<file path="config.mk">
export PLATFORM = sky130hd
export DESIGN_NAME = soc_spi_master_flat
export DESIGN_NICKNAME = d
export VERILOG_FILES = /design/src/rtl/soc_spi_pkg.sv /design/src/rtl/soc_spi_bus.sv /design/src/rtl/soc_spi_clk_gen.sv /design/src/rtl/soc_spi_master.sv /design/src/flat_wrapper.sv
export SDC_FILE = /design/constraint.sdc
export NUM_CORES = 1
export LEC_CHECK = 0
export ABC_AREA = 0
export ABC_CLOCK_PERIOD_IN_PS = 2850
export CORE_MARGIN = 2
export CORE_UTILIZATION = 50
export DETAILED_ROUTE_END_ITERATION = 8
export HOLD_SLACK_MARGIN = 0.12
export PLACE_DENSITY = 0.73
export RECOVER_POWER = 50
export SYNTH_ARGS = -nofsm -noshare
export SYNTH_HDL_FRONTEND = slang
export SYNTH_SLANG_ARGS = --single-unit
</file>
<file path="constraint.sdc">
create_clock -name clk -period 2.85 [get_ports clk]
set_clock_uncertainty 0.1 [all_clocks]
set_input_delay 0.285 -clock clk [delete_from_list [all_inputs] [get_ports clk]]
set_output_delay 0.285 -clock clk [all_outputs]
set_load 0.02 [all_outputs]
</file>
<file path="src/rtl/soc_spi_pkg.sv">
// Shared types and defaults for the SoC SPI master.
package soc_spi_pkg;

    localparam int unsigned SPI_DATA_W = 8;
    localparam int unsigned SPI_DIV_W  = 8;

    typedef enum logic [1:0] {
        IDLE  = 2'd0,
        LEAD  = 2'd1,
        XFER  = 2'd2,
        TRAIL = 2'd3
    } spi_state_e;

    typedef struct packed {
        logic [SPI_DIV_W-1:0] div;
        logic                 cpol;
        logic                 cpha;
        logic                 burst;
    } spi_cfg_t;

endpackage

</file>
<file path="src/rtl/soc_spi_bus.sv">
// SoC SPI pin bundle; ss is active-low.
interface soc_spi_bus;
    logic ss;
    logic sck;
    logic mosi;
    logic miso;

    modport master (output ss, output sck, output mosi, input miso);
    modport slave  (input ss, input sck, input mosi, output miso);
endinterface

</file>
<file path="src/rtl/soc_spi_clk_gen.sv">
// Half-period counter: counts 0..i_div, flags the terminal count, clears on demand.
module soc_spi_clk_gen #(
    parameter int unsigned DIV_WIDTH = 8
) (
    input  logic                 clk,
    input  logic                 rst,
    input  logic                 i_clear,
    input  logic [DIV_WIDTH-1:0] i_div,
    output logic                 o_tick_c
);
    logic [DIV_WIDTH-1:0] r_cnt;

    assign o_tick_c = (r_cnt == i_div);

    // Counter never exceeds i_div, so the full DIV_WIDTH range is safe.
    always_ff @(posedge clk) begin
        if (rst || i_clear || o_tick_c) begin
            r_cnt <= '0;
        end else begin
            r_cnt <= r_cnt + DIV_WIDTH'(1);
        end
    end
endmodule

</file>
<file path="src/rtl/soc_spi_master.sv">
// Byte-oriented SPI master with programmable divider, CPOL/CPHA and burst framing.
module soc_spi_master
    import soc_spi_pkg::*;
#(
    parameter int unsigned DATA_WIDTH = SPI_DATA_W,
    parameter int unsigned DIV_WIDTH  = SPI_DIV_W
) (
    input  logic                  clk,
    input  logic                  rst,
    input  logic [DIV_WIDTH-1:0]  cfg_div,
    input  logic                  cfg_cpol,
    input  logic                  cfg_cpha,
    input  logic                  cfg_burst,
    input  logic [DATA_WIDTH-1:0] tx_data,
    input  logic                  tx_valid,
    output logic                  tx_ready,
    output logic [DATA_WIDTH-1:0] rx_data,
    output logic                  rx_valid,
    output logic                  busy,
    soc_spi_bus.master            spi
);
    localparam int unsigned EDGE_W    = $clog2(2 * DATA_WIDTH);
    localparam int unsigned LAST_EDGE = 2 * DATA_WIDTH - 1;

    spi_state_e            r_state;
    spi_state_e            w_state_nxt;
    logic [DIV_WIDTH-1:0]  r_div;
    logic                  r_cpol;
    logic                  r_cpha;
    logic [DATA_WIDTH-1:0] r_tx;
    logic [DATA_WIDTH-1:0] r_rx;
    logic [DATA_WIDTH-1:0] r_rx_data;
    logic [EDGE_W-1:0]     r_edge;
    logic                  r_ss;
    logic                  r_sck;
    logic                  r_mosi;
    logic                  r_rx_valid;

    logic                  w_tick;
    logic                  w_clear;
    logic                  w_last_tick;
    logic                  w_lead;
    logic                  w_sample;
    logic                  w_tx_ready;
    logic                  w_accept;
    logic [DATA_WIDTH-1:0] w_rx_nxt;

    soc_spi_clk_gen #(.DIV_WIDTH(DIV_WIDTH)) u_clk_gen (
        .clk      (clk),
        .rst      (rst),
        .i_clear  (w_clear),
        .i_div    (r_div),
        .o_tick_c (w_tick)
    );

    // Tick r_edge counts from 0, so even counts are the odd (leading) edges.
    assign w_clear     = (w_state_nxt != r_state);
    assign w_last_tick = (r_state == XFER) && w_tick && (r_edge == EDGE_W'(LAST_EDGE));
    assign w_lead      = ~r_edge[0];
    assign w_sample    = (r_state == XFER) && w_tick && (r_cpha ? ~w_lead : w_lead);
    assign w_rx_nxt    = w_sample ? {r_rx[DATA_WIDTH-2:0], spi.miso} : r_rx;
    assign w_tx_ready  = (r_state == IDLE) || (w_last_tick && cfg_burst);
    assign w_accept    = tx_valid && w_tx_ready;

    assign tx_ready = w_tx_ready;
    assign rx_data  = r_rx_data;
    assign rx_valid = r_rx_valid;
    assign busy     = (r_state != IDLE);
    assign spi.ss   = r_ss;
    assign spi.sck  = r_sck;
    assign spi.mosi = r_mosi;

    always_ff @(posedge clk) begin
        if (rst) begin
            r_state <= IDLE;
        end else begin
            r_state <= w_state_nxt;
        end
    end

    always_comb begin
        w_state_nxt = r_state;
        case (r_state)
            IDLE:    if (w_accept) w_state_nxt = LEAD;
            LEAD:    if (w_tick) w_state_nxt = XFER;
            XFER:    if (w_last_tick && !w_accept) w_state_nxt = TRAIL;
            TRAIL:   if (w_tick) w_state_nxt = IDLE;
            default: w_state_nxt = IDLE;
        endcase
    end

    // Shift engine, pin drivers and latched configuration.
    always_ff @(posedge clk) begin
        if (rst) begin
            r_div      <= '0;
            r_cpol     <= 1'b0;
            r_cpha     <= 1'b0;
            r_tx       <= '0;
            r_rx       <= '0;
            r_rx_data  <= '0;
            r_edge     <= '0;
            r_ss       <= 1'b1;
            r_sck      <= 1'b0;
            r_mosi     <= 1'b0;
            r_rx_valid <= 1'b0;
        end else begin
            r_rx_valid <= 1'b0;
            r_rx       <= w_rx_nxt;
            case (r_state)
                IDLE: begin
                    r_sck <= cfg_cpol;
                    if (w_accept) begin
                        r_div  <= cfg_div;
                        r_cpol <= cfg_cpol;
                        r_cpha <= cfg_cpha;
                        r_tx   <= tx_data;
                        r_ss   <= 1'b0;
                        r_mosi <= tx_data[DATA_WIDTH-1];
                        r_edge <= '0;
                    end
                end
                LEAD: begin
                    r_sck <= r_cpol;
                end
                XFER: begin
                    if (w_tick) begin
                        r_sck  <= ~r_sck;
                        r_edge <= w_last_tick ? '0 : r_edge + EDGE_W'(1);
                        if (r_cpha && w_lead) begin
                            r_mosi <= r_tx[DATA_WIDTH-1];
                            r_tx   <= r_tx << 1;
                        end
                        if (!r_cpha && !w_lead && !w_last_tick) begin
                            r_mosi <= r_tx[DATA_WIDTH-2];
                            r_tx   <= r_tx << 1;
                        end
                    end
                    // Word boundary: publish rx and, in burst, chain the next word.
                    if (w_last_tick) begin
                        r_rx_data  <= w_rx_nxt;
                        r_rx_valid <= 1'b1;
                        if (w_accept) begin
                            r_tx   <= tx_data;
                            r_mosi <= tx_data[DATA_WIDTH-1];
                        end
                    end
                end
                TRAIL: begin
                    r_sck <= r_cpol;
                    if (w_tick) r_ss <= 1'b1;
                end
                default: ;
            endcase
        end
    end
endmodule

</file>
<file path="src/flat_wrapper.sv">
// flat-port wrapper written by rule: the top's interface ports become plain ports
module soc_spi_master_flat import soc_spi_pkg::*;
#(
    parameter int unsigned DATA_WIDTH = SPI_DATA_W,
    parameter int unsigned DIV_WIDTH  = SPI_DIV_W
)
  (clk, rst, cfg_div, cfg_cpol, cfg_cpha, cfg_burst, tx_data, tx_valid, tx_ready, rx_data, rx_valid, busy, spi_ss, spi_sck, spi_mosi, spi_miso);
  soc_spi_bus spi_i ();
  input  logic clk;
  input  logic rst;
  input  logic [DIV_WIDTH-1:0] cfg_div;
  input  logic cfg_cpol;
  input  logic cfg_cpha;
  input  logic cfg_burst;
  input  logic [DATA_WIDTH-1:0] tx_data;
  input  logic tx_valid;
  output logic tx_ready;
  output logic [DATA_WIDTH-1:0] rx_data;
  output logic rx_valid;
  output logic busy;
  output wire logic [$bits(spi_i.ss)-1:0] spi_ss;
  output wire logic [$bits(spi_i.sck)-1:0] spi_sck;
  output wire logic [$bits(spi_i.mosi)-1:0] spi_mosi;
  input wire logic [$bits(spi_i.miso)-1:0] spi_miso;
  assign spi_ss = spi_i.ss;
  assign spi_sck = spi_i.sck;
  assign spi_mosi = spi_i.mosi;
  assign spi_i.miso = spi_miso;
  soc_spi_master #(.DATA_WIDTH(DATA_WIDTH), .DIV_WIDTH(DIV_WIDTH)) u_core (.clk(clk), .rst(rst), .cfg_div(cfg_div), .cfg_cpol(cfg_cpol), .cfg_cpha(cfg_cpha), .cfg_burst(cfg_burst), .tx_data(tx_data), .tx_valid(tx_valid), .tx_ready(tx_ready), .rx_data(rx_data), .rx_valid(rx_valid), .busy(busy), .spi(spi_i));
endmodule
</file>
==> run metrics, run 1 <==
worst ir drop on vdd 0.000372 V; async set or reset register ratio after synthesis 0; maximum fanout along the worst path 6; Initial Util 0.515; Worst R2R End u_core.rx_data[2]; residual antenna-violating net count after detailed routing 0; number of core rows 25; reg-to-reg startpoint u_core.u_clk_gen.r_cnt[2]; fill cell instance count of the final layout 432; prevailing post-synth register cell dfxtp_1; final-report max-slew violation count 0; hold path depth 2; die outline area 0.00544 mm^2; post-synth top area share 0.428; number of antenna violations at the first check in global routing 0; global-route wire length before repair 8.76 mm; fraction of layout instances using a drive strength above 1 0.0898; family with the most delay on the worst path buffers and inverters; pin count of the biggest net entering global routing 24; endpoint of the worst hold-timing path u_core.rx_data[5]; clock root buffer clkbuf_8; Overall Global Routing Usage 0.209; remaining routing DRC violations 0; Worst Path Buf+Inv 1; via count of the first global-routing pass 2028; number of flops mapped to enable cells by yosys 0; nature of the critical path endpoint primary output; Req. time, crit path 2.47 ns; Syn. warnings 0; Critical Path Slowest Stage Cell clkdlybuf4s50_1; post-DR wirelength/cell 13.1 um; critical path cell sequence ha_1 > nand3_1 > nor2_4 > nand3_2 > o21ai_0 > clkdlybuf4s50_1; Mapped Nets 315; number of sinks handled by clock tree synthesis 52; number of hold-repair buffers added at the cts stage 0; type of the worst min-delay path flop to flop; max-capacitance violation count 0; die height 73.8 um; weighted congestion reported at the end of routability-driven placement 0.895; highest achievable clock rate 0.376 GHz; number of buffers created by CTS 5; unrepaired setup endpoints after global routing false; total I/O pin count 37; worst slack at placement 0.482 ns; via count 2101; depth of the worst register-to-register path 6; number of input and output port buffers inserted 36; Mean Syn Cell Area 8.45 um^2; overall die width 73.8 um; H-tree levels 2; Worst Slack Setup Final 0.188 ns; Critical Path Max Stage Delay 0.62 ns; Detailed Route Iter0 Violations 151; final worst-path cycle share 0.934; transition at the pin with the smallest max-transition slack 0.557 ns; detailed-route vias per instance 5.39; insertion delay to the later sink of the worst-skew pair 0.30 ns; flop-to-flop setup slack 0.52 ns; setup_tns 0 ns; wire length after detailed routing 5.09 mm; final layout net count 349; post-DP HPWL 3.62 mm; #FFs+latches synth 52; buffer depth of the longest clock path 2; combined area of all synthesized cells 0.00243 mm^2; core region area 0.00472 mm^2; biggest area consumer among synthesized cells dfxtp_1; power density cells 556 mW/mm^2; startpoint types flop; Setup-failing EPs final 0; overall overflow remaining after global route 0; run status finished, final reports clean; headroom to the max-slew limit 0.627; library cells used by synthesis 46; Area Growth Syn to Fin 19.9%; category of the critical setup timing path flop to primary output; number of instances in the synthesized netlist 288; antenna fix cells 0; CTS tree yes; clock-pin slew of the registers on the worst-case setup and hold paths 0.08 ns; first-pass iteration count of the detailed router 4; Worst Hold Launch u_core.rx_data[5]; fraction of the yosys area taken by sequential cells 0.428; total count of hold-check failures in the final report 0; post-layout min period 2.66 ns; ranking of synthesized cells by area dfxtp_1 (43%), nand2_1 (6.0%), a21oi_1 (5.3%); CP Data Arrival Time 2.28 ns; P_leak 1.08 nW
## metrics by stage
| step | hold WS (ns) | power, mW | cell area [um^2] | instances | util |
|---|---|---|---|---|---|
| after floorplan | 0.321 | 1.10 | 2430 | 288 | - |
| after global placement | 0.346 | 1.22 | 2840 | 382 | 0.602 |
| after detailed placement | 0.350 | 1.23 | 2840 | 382 | 0.602 |
| after CTS | 0.363 | 1.65 | 2930 | 390 | 0.621 |
| after global routing | 0.383 | 1.72 | 2920 | 390 | 0.618 |
| final | 0.357 | 1.62 | 2920 | 390 | 0.618 |
## state kept, by name, indices dropped and copies added (netlist names), 2 cells and up
name and flops:
u_core.r_rx 8, u_core.r_state 2, u_core.rx_data 8, u_core.u_clk_gen.r_cnt 8, u_core.r_div 8, u_core.r_tx 8, u_core.r_edge 4
## cell usage after synthesis (3+ instances only)
| cell | number |
|---|---|
| xnor2_1 | 11 |
| o221a_2 | 5 |
| a31oi_1 | 17 |
| nand2_1 | 39 |
| nor2_1 | 29 |
| a221oi_2 | 3 |
| nand3_1 | 16 |
| clkbuf_1 | 8 |
| nand2b_1 | 4 |
| mux2i_1 | 3 |
| buf_2 | 3 |
| o21ai_0 | 7 |
| dfxtp_1 | 52 |
| xor2_1 | 4 |
| inv_1 | 14 |
| a21oi_1 | 26 |
| a221oi_1 | 3 |
| ha_1 | 4 |
## what timing repair did
item | in CTS | in global routing
resized for setup | 0 | 1
endpoints found under the setup margin | 0 | 1
buffers inserted | 0 | 0
## where the power goes
group	internal [mW]	switching, mW
sequential	0.775	0.0403
clock	0.198	0.230
combinational	0.157	0.224
total	1.13	0.494
## kinds of logic (layout without fill, tap and decap cells)
logic type,count (synthesis),after routing,share of synthesized area
buf+inv,30,65,0.0575
mux,3,3,0.0123
compound gates,75,75,0.213
xor+xnor,15,15,0.0540
fa+ha+maj,4,4,0.0206
flops,52,52,0.428
simple gates,109,109,0.215
## final cells by class
type                    instances  area (um^2)  area share
well taps                      67         83.8      0.0287
repair buffers                 43          409       0.140
clock buffers                   8         90.1      0.0308
flip-flops and latches         52         1040       0.356
inverters                      14         52.6      0.0180
multi-input cells             206         1240       0.426
## cells in the final DEF (no fill, tap or decap), types with 11 or more instances in the layout
cell,count
a31oi_1,17
a21oi_1,26
xnor2_1,11
nand3_1,16
nand2_1,39
inv_1,14
clkdlybuf4s50_1,24
dlygate4sd3_1,12
dfxtp_1,52
nor2_1,29
## worst max path at each step
stage / depth (start not counted) / from / endpoint
2_1_floorplan: 6 / u_core.r_edge[0] / tx_ready
3_3_place_gp: 6 / u_core.r_edge[0] / tx_ready
3_5_place_dp: 6 / u_core.r_edge[0] / tx_ready
4_1_cts: 6 / u_core.r_edge[0] / tx_ready
5_1_grt: 6 / u_core.r_edge[0] / tx_ready
6_report: 6 / u_core.r_edge[0] / tx_ready
## tightest hold or removal path, delay by kind of cell (launching register included)
family          cells  cell delay [ns]
flops               1             0.31
buf+inv             1             0.06
compound gates      1             0.05
## per-layer routing
| metal | part of all wire | track usage | vias up |
|---|---|---|---|
| li1 | - | - | 1091 |
| met1 | 0.45 | 0.250 | 968 |
| met2 | 0.50 | 0.356 | 35 |
| met3 | 0.034 | 0.0521 | 7 |
| met4 | 0.015 | 0.0848 | 0 |
| met5 | 0 | 0 | - |
(Power assumes the default switching activity.)
==> run 2, diff against run 1 <==
Settings changed: GPL_ROUTABILITY_DRIVEN from default to 0.
==> results of run 2 <==
Same layout as run 1: the final DEF is identical, and so are final timing and power.
==> run 3, diff against run 2 <==
Settings changed: ABC_CLOCK_PERIOD_IN_PS 2850 to 3170, CAP_MARGIN from default to 15.
Clock period 2.85 ns to 3.17 ns, I/O delays scaled along.
==> run metrics, run 3 (synthesis results as in run 1) <==
pin count of the biggest net entering global routing 26 (+8.3%); category of the critical setup timing path flop to primary output; Post-Place Cell Area 0.00284 mm^2 (unchanged); unrepaired setup endpoints after global routing false; overall overflow remaining after global route 0 (unchanged); commonest non-fill, non-tap cells in the layout dfxtp_1 (52), nand2_1 (39), nor2_1 (29), a21oi_1 (26), clkdlybuf4s50_1 (24); Setup-failing EPs final 0 (unchanged); CTS tree yes; setup_tns 0 ns (unchanged); number of core rows 25 (unchanged); maximum fanout along the worst path 11 (+5); nature of the critical path endpoint primary output; via count of the first global-routing pass 1996 (-1.6%); transition at the pin with the smallest max-transition slack 0.940 ns (+0.383 ns); final layout net count 349 (unchanged); max-capacitance violation count 0 (unchanged); insertion delay to the later sink of the worst-skew pair 0.30 ns (about the same); Initial Util 0.515 (unchanged); P_leak 1.08 nW (+0.18%); headroom to the max-slew limit 0.373 (-0.254); Req. time, crit path 2.75 ns (+0.28 ns); final design area excluding fillers 0.00292 mm^2 (+0.13%); most common library cell in the layout ignoring fill and taps dfxtp_1; residual antenna-violating net count after detailed routing 0 (unchanged); number of antenna violations at the first check in global routing 0 (unchanged); final-report max-slew violation count 0 (unchanged); final worst-path cycle share 0.859; post-DP HPWL 3.73 mm (+3.0%); crit path from u_core.u_clk_gen.r_cnt[0]; Worst Hold Launch u_core.rx_data[6]; core region area 0.00472 mm^2 (unchanged); overall die width 73.8 um (unchanged); antenna fix cells 0 (unchanged); reg-to-reg startpoint u_core.u_clk_gen.r_cnt[2]; buffer depth of the longest clock path 2 (unchanged); die height 73.8 um (unchanged); number of sinks handled by clock tree synthesis 52 (unchanged); Area Growth Syn to Fin 20.1%; clock-pin slew of the registers on the worst-case setup and hold paths 0.09 ns (about the same); Overall Global Routing Usage 0.209 (+0.000450); CP Data Arrival Time 2.31 ns (+0.03 ns); buffers inserted by post-CTS timing repair 0 (unchanged); total count of hold-check failures in the final report 0 (unchanged); number of buffers created by CTS 5 (unchanged); number of hold-repair buffers added at the cts stage 0 (unchanged); H-tree levels 2 (unchanged); total I/O pin count 37 (unchanged); post-layout min period 2.72 ns; post-DR wirelength/cell 13.5 um (+3.3%); type of the worst min-delay path flop to flop; wire length after detailed routing 5.26 mm (+3.3%); first-pass iteration count of the detailed router 4 (unchanged); fraction of layout instances using a drive strength above 1 0.0929 (+0.00310); worst ir drop on vdd 0.000349 V (-6.1%); startpoint types flop; Detailed Route Iter0 Violations 168 (+11%); via count 2141 (+1.9%); post-cts repair resize count 0 (unchanged); remaining routing DRC violations 0 (unchanged); global-route wire length before repair 9.01 mm (+2.9%); highest achievable clock rate 0.367 GHz; die outline area 0.00544 mm^2 (unchanged); run status finished, final reports clean; number of input and output port buffers inserted 36 (unchanged); detailed-route vias per instance 5.49 (+1.9%); clock root buffer clkbuf_8; power density cells 503 mW/mm^2 (-9.6%)
-- run 3: changes by cell type in the layout (fill, tap and decap cells not counted), sizes merged --
cell / change
clkinv: +2
buf: -1
clkbuf: -1
-- run 3: layer usage --
layer	vias up	track usage	part of all wire
li1	1084	-	-
met1	1013	0.270	0.47
met2	37	0.345	0.49
met3	7	0.0412	0.029
met4	0	0.0788	0.010
met5	-	0	0
-- run 3: final cells by class --
cell class	count	area (um^2)
clock buffers	6	82.6
clock inverters	2	10.0
fillers	421	1800
inverters	14	52.6
multi-input cells	206	1250
flip-flops and latches	52	1040
well taps	67	83.8
repair buffers	43	405
-- run 3: worst paths after layout --
kind,cells after the start,to,slack [ns]
setup / recovery,5,tx_ready,0.45
hold / removal,2,u_core.rx_data[6],0.36
setup reg to reg,6,u_core.rx_data[0],0.78
hold reg to reg,2,u_core.rx_data[6],0.36
-- run 3: power breakdown --
part / leakage, nW / total [mW] / internal, mW / switching, mW
Clock: 0.0510 / 0.391 / 0.175 / 0.216
Sequential: 0.424 / 0.730 / 0.697 / 0.0329
Combinational: 0.608 / 0.350 / 0.138 / 0.212
Total: 1.08 / 1.47 / 1.01 / 0.461
-- run 3: per-stage QoR --
step / util / total power [mW] / instances / worst slack (ns) / hold slack, ns
final: 0.619 / 1.47 / 390 / 0.446 / 0.362
after global routing: 0.619 / 1.54 / 390 / 0.204 / 0.381
after CTS: 0.622 / 1.49 / 390 / 0.421 / 0.363
after detailed placement: 0.602 / 1.10 / 382 / 0.757 / 0.349
after global placement: 0.602 / 1.09 / 382 / 0.795 / 0.347
after floorplan: - / 0.992 / 288 / 1.01 / 0.337
-- run 3: worst max-delay path: stages, from the launching register on --
cell             delay, ns
dfxtp_1               0.42
xnor2_1               0.16
and4_1                0.52
nand3_2               0.13
o21ai_0               0.16
clkdlybuf4s50_1       0.62
